===== src/rtl/spi_slave_pkg.sv =====
// Shared types and constants for the SPI slave front-end of the 256x8 SPI RAM.
package spi_slave_pkg;

  localparam int FRAME_W_DEF = 10;
  localparam int DATA_W_DEF  = 8;

  // cmd field values; forwarded untouched, decoded by the RAM
  localparam logic [1:0] CMD_WR_ADDR = 2'b00;
  localparam logic [1:0] CMD_WR_DATA = 2'b01;
  localparam logic [1:0] CMD_RD_ADDR = 2'b10;
  localparam logic [1:0] CMD_RD_DATA = 2'b11;

  typedef enum logic [2:0] {
    IDLE,
    CHK_CMD,
    WRITE,
    READ_ADD,
    READ_DATA
  } state_e;

endpackage


===== src/rtl/spi_slave_miso_ser.sv =====
// Parallel-load MISO serialiser: load presents the MSB at once, each shift emits
// the next bit, and one shift after the LSB the line returns to 0 and holds.
module spi_slave_miso_ser
  import spi_slave_pkg::*;
#(
  parameter int DATA_W = DATA_W_DEF
) (
  input  logic              clk,
  input  logic              rst_n,
  input  logic              clr,
  input  logic              load,
  input  logic              shift,
  input  logic [DATA_W-1:0] data,
  output logic              miso,
  output logic              done
);

  localparam int CW = $clog2(DATA_W + 1);

  logic [DATA_W-1:0] sreg_q, sreg_d;
  logic [CW-1:0]     cnt_q, cnt_d;
  logic              miso_q, miso_d;

  // cnt_q = bits still owed on the line, including the one currently driven
  always_comb begin
    sreg_d = sreg_q;
    cnt_d  = cnt_q;
    miso_d = miso_q;
    if (clr) begin
      sreg_d = '0;
      cnt_d  = '0;
      miso_d = 1'b0;
    end else if (load) begin
      sreg_d = data << 1;
      cnt_d  = CW'(DATA_W);
      miso_d = data[DATA_W-1];
    end else if (shift && cnt_q != '0) begin
      miso_d = (cnt_q == CW'(1)) ? 1'b0 : sreg_q[DATA_W-1];
      sreg_d = sreg_q << 1;
      cnt_d  = cnt_q - CW'(1);
    end
  end

  always_ff @(posedge clk or negedge rst_n) begin
    if (!rst_n) begin
      sreg_q <= '0;
      cnt_q  <= '0;
      miso_q <= 1'b0;
    end else begin
      sreg_q <= sreg_d;
      cnt_q  <= cnt_d;
      miso_q <= miso_d;
    end
  end

  assign miso = miso_q;
  assign done = (cnt_q == '0);

endmodule


===== src/rtl/spi_slave_if.sv =====
// SPI mode-0 slave front-end: deserialises 10-bit MOSI frames for the RAM and
// returns RAM read data on MISO. Define SPI_SLAVE_ABORT_EN to add frame_abort.
module spi_slave_if
  import spi_slave_pkg::*;
#(
  parameter int FRAME_W = FRAME_W_DEF,
  parameter int DATA_W  = DATA_W_DEF
) (
  input  logic               clk,
  input  logic               rst_n,
  input  logic               ss_n,
  input  logic               mosi,
  output logic               miso,
  output logic [FRAME_W-1:0] rx_data,
  output logic               rx_valid,
`ifdef SPI_SLAVE_ABORT_EN
  output logic               frame_abort,
`endif
  input  logic [DATA_W-1:0]  tx_data,
  input  logic               tx_valid
);

  localparam int CNT_W = $clog2(FRAME_W);
  localparam logic [CNT_W-1:0] CNT_LAST = CNT_W'(FRAME_W - 1);
  localparam logic [CNT_W-1:0] CNT_PRE  = CNT_W'(FRAME_W - 2);

  state_e             state_q, state_d;
  logic [CNT_W-1:0]   cnt_q, cnt_d;
  logic [FRAME_W-1:0] frame_q, frame_d;
  logic [FRAME_W-1:0] rx_data_q, rx_data_d;
  logic               rx_valid_q, rx_valid_d;
  logic               rd_addr_done_q, rd_addr_done_d;
  logic               tx_sent_q, tx_sent_d;
  logic               ser_load, ser_clr, ser_done;

  always_comb begin
    state_d        = state_q;
    cnt_d          = cnt_q;
    frame_d        = frame_q;
    rx_data_d      = rx_data_q;
    rx_valid_d     = 1'b0;
    rd_addr_done_d = rd_addr_done_q;
    tx_sent_d      = tx_sent_q;
    ser_load       = 1'b0;
    ser_clr        = 1'b0;
    case (state_q)
      IDLE: if (!ss_n) state_d = CHK_CMD;
      CHK_CMD: begin
        frame_d = {{(FRAME_W-1){1'b0}}, mosi};
        cnt_d   = '0;
        state_d = !mosi ? WRITE : (rd_addr_done_q ? READ_DATA : READ_ADD);
      end
      default: begin
        if (cnt_q < CNT_LAST) begin
          frame_d = {frame_q[FRAME_W-2:0], mosi};
          cnt_d   = cnt_q + CNT_W'(1);
        end
        // this edge samples bit 0: publish the frame and update the read flag
        if (cnt_q == CNT_PRE) begin
          rx_data_d  = frame_d;
          rx_valid_d = 1'b1;
          if (state_q == READ_ADD)  rd_addr_done_d = 1'b1;
          if (state_q == READ_DATA) rd_addr_done_d = 1'b0;
        end
        if (state_q == READ_DATA && cnt_q == CNT_LAST && !tx_sent_q && tx_valid) begin
          ser_load  = 1'b1;
          tx_sent_d = 1'b1;
        end
      end
    endcase
    // ss_n high ends any frame; completion on this same edge was already taken above
    if (state_q != IDLE && ss_n) begin
      state_d   = IDLE;
      cnt_d     = '0;
      tx_sent_d = 1'b0;
      ser_load  = 1'b0;
      ser_clr   = 1'b1;
    end
  end

  always_ff @(posedge clk or negedge rst_n) begin
    if (!rst_n) begin
      state_q        <= IDLE;
      cnt_q          <= '0;
      frame_q        <= '0;
      rx_data_q      <= '0;
      rx_valid_q     <= 1'b0;
      rd_addr_done_q <= 1'b0;
      tx_sent_q      <= 1'b0;
    end else begin
      state_q        <= state_d;
      cnt_q          <= cnt_d;
      frame_q        <= frame_d;
      rx_data_q      <= rx_data_d;
      rx_valid_q     <= rx_valid_d;
      rd_addr_done_q <= rd_addr_done_d;
      tx_sent_q      <= tx_sent_d;
    end
  end

  spi_slave_miso_ser #(.DATA_W(DATA_W)) u_miso_ser (
    .clk   (clk),
    .rst_n (rst_n),
    .clr   (ser_clr),
    .load  (ser_load),
    .shift (!ser_done),
    .data  (tx_data),
    .miso  (miso),
    .done  (ser_done)
  );

  assign rx_data  = rx_data_q;
  assign rx_valid = rx_valid_q;

`ifdef SPI_SLAVE_ABORT_EN
  logic abort_q, abort_d;
  // bit 0 not yet sampled when ss_n rises
  assign abort_d = ss_n && ((state_q == CHK_CMD) ||
                   ((state_q inside {WRITE, READ_ADD, READ_DATA}) && cnt_q < CNT_PRE));

  always_ff @(posedge clk or negedge rst_n) begin
    if (!rst_n) abort_q <= 1'b0;
    else        abort_q <= abort_d;
  end

  assign frame_abort = abort_q;
`endif

endmodule


===== config.mk =====
export PLATFORM = sky130hd
export DESIGN_NAME = spi_slave_if
export DESIGN_NICKNAME = d
export VERILOG_FILES = /design/src/rtl/spi_slave_pkg.sv /design/src/rtl/spi_slave_miso_ser.sv /design/src/rtl/spi_slave_if.sv
export SDC_FILE = /design/constraint.sdc
export NUM_CORES = 1
export LEC_CHECK = 0
export BUFFER_PORTS_ARGS = -buffer_cell sky130_fd_sc_hd__buf_2
export CORE_ASPECT_RATIO = 1.25
export CORE_MARGIN = 2
export CORE_UTILIZATION = 45
export DETAILED_ROUTE_END_ITERATION = 16
export GPL_TIMING_DRIVEN = 0
export SYNTH_ARGS = -nofsm -noshare
export SYNTH_HDL_FRONTEND = slang
export SYNTH_HIERARCHICAL = 1
export SYNTH_SLANG_ARGS = --single-unit

===== constraint.sdc =====
create_clock -name clk -period 6.8 [get_ports clk]
set_clock_uncertainty 0.2 [all_clocks]
set_input_delay 0 -clock clk [delete_from_list [all_inputs] [get_ports clk]]
set_output_delay 0 -clock clk [all_outputs]
set_load 0.03 [all_outputs]

==> results of run 1 <==
power by group through the flow:
stage               registers (uW)  logic [uW]  clock network [uW]
finish                         312         255                 235
global route                   317         285                 255
CTS                            312         257                 242
detailed placement             318         250                   0
global placement               316         248                   0
floorplan                      314         193                   0
area by class of cell:
type / instances / area, um2
Clock inverter: 3 / 68.8
Sequential cell: 42 / 1050
Clock buffer: 5 / 68.8
Multi-Input combinational cell: 126 / 913
Fill cell: 402 / 2050
Buffer: 12 / 90.1
Timing Repair Buffer: 37 / 250
Inverter: 20 / 87.6
Tap cell: 60 / 75.1
through the flow:
step,area (um2),utilization,hold WS (ns)
5_1_grt,2610,0.559,0.271
6_report,2610,0.559,0.175
4_1_cts,2610,0.559,0.219
3_5_place_dp,2340,0.502,-0.0108
2_1_floorplan,2140,-,-0.496
3_3_place_gp,2340,0.502,-0.000836
placed cells by master, fill, tap and decap left out, types with 5 or more instances in the layout:
| master | instances |
|---|---|
| a21oi_1 | 7 |
| a221oi_2 | 6 |
| a22o_1 | 9 |
| a31oi_1 | 10 |
| buf_2 | 29 |
| clkbuf_8 | 5 |
| dfrtp_1 | 42 |
| dlygate4sd3_1 | 13 |
| ha_1 | 7 |
| inv_1 | 18 |
| mux2i_1 | 12 |
| nand2_1 | 17 |
| nor2_1 | 5 |
| o21ai_1 | 20 |
worst max-delay path, stage by stage (launching register included):
cell,delay (ns)
dfrtp_1,0.37
buf_2,0.16
nor4b_1,0.32
nand4_1,0.16
nor3_1,0.14
buf_2,0.21
clkbuf_1,0.46
a31oi_1,0.11
a221oi_2,0.27
flip-flops by register name, indices dropped and copies added (netlist names):
signal / count
frame_q: 10
rx_data: 10
u_miso_ser/sreg_q: 7
cnt_q: 4
u_miso_ser/cnt_q: 4
state_q: 3
rd_addr_done_q: 1
rx_valid: 1
tx_sent_q: 1
u_miso_ser/miso: 1
path summary, 6_finish.rpt:
check                                                   end  slack (ns)  depth (start not counted)                   start
max reg2reg                u_miso_ser/sreg_q[6]$_DFFE_PN0P_        4.30                          8  state_q[0]$_DFFE_PN0P_
max                        u_miso_ser/sreg_q[6]$_DFFE_PN0P_        4.30                          8  state_q[0]$_DFFE_PN0P_
max in group asynchronous   u_miso_ser/cnt_q[1]$_DFFE_PN0P_        5.65                          2                   rst_n
min                        u_miso_ser/sreg_q[5]$_DFFE_PN0P_        0.18                          2                   rst_n
min reg2reg                          rx_data[4]$_DFFE_PN0P_        0.28                          2  rx_data[4]$_DFFE_PN0P_
min in group clk                     rx_data[4]$_DFFE_PN0P_        0.28                          2  rx_data[4]$_DFFE_PN0P_
routing by layer:
layer | vias to the layer above | share of wire
li1 | 805 | -
met1 | 778 | 0.47
met2 | 26 | 0.49
met3 | 5 | 0.031
met4 | 0 | 0.011
met5 | - | 0
logic make-up after synthesis:
kind of cell               synth area share
AOI/OAI and AO/OA                     0.225
DFF                                   0.491
and+or+nand+nor                      0.0976
buffers and inverters                0.0829
muxes                                0.0631
adders and majority gates            0.0409
==> qor.yml, run 1 <==
drt-initial-drc-count: 113
synth.most_common_cell: "dfrtp_1"
yosys_warnings: 6
die-area_um2: 5330
async_reset_ff_frac: 1.00
ys_top_cells_by_count: "dfrtp_1, o21ai_1, inv_1"
worstPathMaxFanout: 10
instances_no_fill: 305
status: "complete, no violations"
insertion_delay_ns: 0.29
path_class: "reg -> reg"
switching_share: 0.331
cts_tree: "built"
port_buffers: 24
slew_headroom: 0.388
clkPwrFrac: 0.293
ant_nets: 0
hold_violations: 0
vias_per_cell: 5.29
num_vias: 1614
floorplan.initialDensity: 0.460
grt_first_pass_wirelength_um: 7300
dp.cells: 284
met1_usage: 0.241
fmax_mhz: 400
p_leak_uw: 0.00128
cts_setup_buffers: 0
grt.busiest_layer: "met2"
synth_seq_area_share: 0.491
hpwlAfterDp_um: 2890
netlist_instances: 200
netlist_area_um2: 2140
grt_pass1_vias: 1541
yosysTopAreaCellShare: 0.491
drc: 0
boundaryPins: 25
period_minus_slack_ns: 2.50
drt_first_pass_iters: 4
clock_sinks: 42
worstMarginPinSlew_ns: 0.919
synth_fp_nets: 220
crit_arrival_ns: 2.50
antenna_found_initial: 0
numCtsBuffers: 5
hp-class: "in -> async"
grt_use_met3: 0.0374
place_congestion: 0.757
rsz0062_at_grt: "false"
drive_above_1_share: 0.229
htreeDepth: 2
clockBufferDepth: 2
holdBufCountCts: 13
num-nets-final: 264
synthDistinctLibCells: 44
combPwrFrac: 0.318
synth.largest_area_cell: "dfrtp_1"
cp-end-kind: "flip-flop"
final-max-slew-violation-count: 0
antenna_cells: 0
ir_drop_mv: 0.140
cts.clk_slew.worst_paths_ns: 0.08
routed_wl_um: 4170
rows: 28
p_int_uw: 536
start_kind: "flip-flop"
wl_per_cell_um: 13.7
ys_ff_latch: 42
required_ns: 6.80
area_delta_synth_final_pct: 21.6
p_switching_uw: 265
timing.final.ws_setup_ns: 4.30
die_w_um: 65.7
avgSynthCellArea_um2: 10.7
core_area_um2: 4660
maxCapViolations: 0
power_density_nw_per_um2: 308
finalCritPeriodShare: 0.368
tns_ns: 0
root_buffer: "clkbuf_8"
grt_max_degree: 43
ctsResizeCount: 0
setup_viol: 0
grt_util_met2: 0.283
grt_overflow_total: 0
dp_slack_ns: 4.32
total_power_uw: 801
seqPwrFrac: 0.389
synth_area_leaders: "dfrtp_1, mux2i_1, o21ai_1, a221oi_2, ha_1"
fp.dieH_um: 81.1
synth_edf_count: 0
track_usage: 0.176
ys.flop_type: "dfrtp_1"
Note: power is estimated with default switching activity, not from simulation.
==> run 2, diff against run 1 <==
==> constraint.sdc (replaced) <==
create_clock -name clk -period 2.35 [get_ports clk]
set_clock_uncertainty 0.2 [all_clocks]
set_input_delay 0 -clock clk [delete_from_list [all_inputs] [get_ports clk]]
set_output_delay 0 -clock clk [all_outputs]
set_load 0.03 [all_outputs]
==> run 2 against run 1 <==
Die area did not move. Fmax rose by 9.8%. Critical path type unchanged. Sequential share of layout area fell by 2.1 points. Setup slack got worse by 4.2 ns. Routed wire length rose by 7.7%. Critical endpoint is now u_miso_ser/cnt_q[2]$_DFFE_PN0P_. Highest routed layer unchanged. Final cell count rose by 3.3%. Global-route usage rose by 0.35 points. Sequential cell count did not move.
==> qor.yml, run 2 (synthesized netlist as in run 1, its figures left out) <==
crit_arrival_ns: 2.28  # -0.22 ns
die_w_um: 65.7  # unchanged
slew_headroom: 0.377  # -0.0109
area_delta_synth_final_pct: 28.4
clock_sinks: 42  # unchanged
most-common-layout-cells: "dfrtp_1, buf_2, o21ai_1"
status: "complete, no violations"
die-area_um2: 5330  # unchanged
p_switching_uw: 866  # +230%
vias_per_cell: 5.32  # +0.48%
antenna_cells: 0  # unchanged
cts.clk_slew.worst_paths_ns: 0.08  # about the same
grt_first_pass_wirelength_um: 7450  # +2.0%
worstPathMaxFanout: 10  # unchanged
htreeDepth: 2  # unchanged
grt_overflow_total: 0  # unchanged
period_minus_slack_ns: 2.28  # -0.222 ns
crit_top_cell: "buf_6"
cp-end-kind: "flip-flop"
clockBufferDepth: 2  # unchanged
hp-class: "in -> async"
num-nets-final: 274  # +3.8%
dp_slack_ns: -0.135  # -4.45 ns
dp.cells: 284  # unchanged
floorplan.initialDensity: 0.460  # unchanged
p_leak_uw: 0.00134  # +5.4%
num_vias: 1675  # +3.8%
setup_viol: 0  # unchanged
place_congestion: 0.757  # unchanged
maxCapViolations: 0  # unchanged
drt-initial-drc-count: 118  # +4.4%
drive_above_1_share: 0.286  # +0.0577
critical_path_buf_inv_count: 7  # +4
instances_no_fill: 315  # +3.3%
routed_wl_um: 4490  # +7.7%
port_buffers: 24  # unchanged
hpwlAfterDp_um: 2890  # unchanged
required_ns: 2.36  # -4.44 ns
track_usage: 0.180  # +0.00352
insertion_delay_ns: 0.29  # about the same
cts_tree: "built"
fillers: 392  # -2.5%
seqPwrFrac: 0.347  # -0.042
critPathTopFamily: "buffers and inverters"
start_kind: "flip-flop"
path_class: "reg -> reg"
fin_area_um2: 2750  # +5.6%
timing.reg2reg.setup_slack_ns: 0.07  # -4.23 ns
combPwrFrac: 0.391  # +0.073
finalCritPeriodShare: 0.969  # +0.601
timing.final.ws_setup_ns: 0.0726  # -4.23 ns
multiInputGateArea_um2: 942  # +3.2%
worstMarginPinSlew_ns: 0.935  # +0.0164 ns
boundaryPins: 25  # unchanged
grt_pass1_vias: 1562  # +1.4%
seq_area_um2: 1050  # unchanged
fp.dieH_um: 81.1  # unchanged
ir_drop_mv: 0.430  # +210%
ant_nets: 0  # unchanged
numCtsBuffers: 5  # unchanged
grt_max_degree: 43  # unchanged
drc: 0  # unchanged
final-max-slew-violation-count: 0  # unchanged
fmax_mhz: 439  # +9.8%
drt_first_pass_iters: 4  # unchanged
hold_violations: 0  # unchanged
slowest_stage: "or4_1"
power_density_nw_per_um2: 947  # +210%
final_common_cell: "dfrtp_1"
cpPeakStageDelay_ns: 0.47  # about the same
switching_share: 0.332  # +0.00137
p_int_uw: 1740  # +220%
clkPwrFrac: 0.262  # -0.031
placed_cell_area_um2: 2340  # unchanged
root_buffer: "clkbuf_8"
wl_per_cell_um: 14.3  # +4.3%
rows: 28  # unchanged
core_area_um2: 4660  # unchanged
antenna_found_initial: 0  # unchanged
path_cells: "inv_2 > ha_4 > or3b_1 > buf_6 > clkinv_8 > buf_12 > inv_1 > buf_6 > inv_8 > or4_1 > a21oi_1"
-- run 2: final timing paths --
check	cells past startpoint	start	end
setup / recovery	11	u_miso_ser/cnt_q[0]$_DFFE_PN0P_	u_miso_ser/cnt_q[2]$_DFFE_PN0P_
hold / removal	2	rst_n	u_miso_ser/sreg_q[5]$_DFFE_PN0P_
setup reg to reg	11	u_miso_ser/cnt_q[0]$_DFFE_PN0P_	u_miso_ser/cnt_q[2]$_DFFE_PN0P_
hold reg to reg	2	rx_data[4]$_DFFE_PN0P_	rx_data[4]$_DFFE_PN0P_
max in group asynchronous	2	rst_n	u_miso_ser/cnt_q[1]$_DFFE_PN0P_
min in group clk	2	rx_data[4]$_DFFE_PN0P_	rx_data[4]$_DFFE_PN0P_
-- run 2: through the flow --
stage / total power (uW) / hold slack, ns / utilization / TNS [ns]
after floorplan: 1470 / -0.496 / - / 0
final: 2610 / 0.179 / 0.590 / 0
after global placement: 1630 / -0.000836 / 0.502 / -0.832
after CTS: 2420 / 0.219 / 0.567 / 0
after detailed placement: 1640 / -0.0108 / 0.502 / -0.974
after global routing: 2770 / 0.268 / 0.590 / -0.0331
-- run 2: per-layer routing --
metal,routed length (um),part of all wire,vias up,track usage
li1,-,-,823,-
met1,2050,0.46,816,0.248
met2,2240,0.50,31,0.287
met3,160,0.036,5,0.0374
met4,46,0.010,0,0.0500
met5,0,0,-,0
-- run 2: area by class of cell --
class                   instances  share of cell area
plain buffers                  12              0.0391
clock buffers                   5              0.0250
clock inverters                 3              0.0250
inverters                      20              0.0346
multi-input cells             126               0.342
flip-flops and latches         42               0.382
well taps                      60              0.0273
repair buffers                 47               0.125
-- run 2: power groups by stage --
stage	clock [uW]	sequential [uW]	combinational, uW
6_report	684	904	1020
3_3_place_gp	0	915	718
5_1_grt	741	919	1110
2_1_floorplan	0	907	559
4_1_cts	702	900	817
3_5_place_dp	0	919	723
-- run 2: timing repair --
action | CTS | global route
hold endpoints to repair | 60 | 0
hold buffers | 13 | 0
pin swaps | 0 | 2
buffers inserted | 3 | 6
gates cloned | 0 | 1
endpoints found under the setup margin | 12 | 11
gates resized for setup | 5 | 12
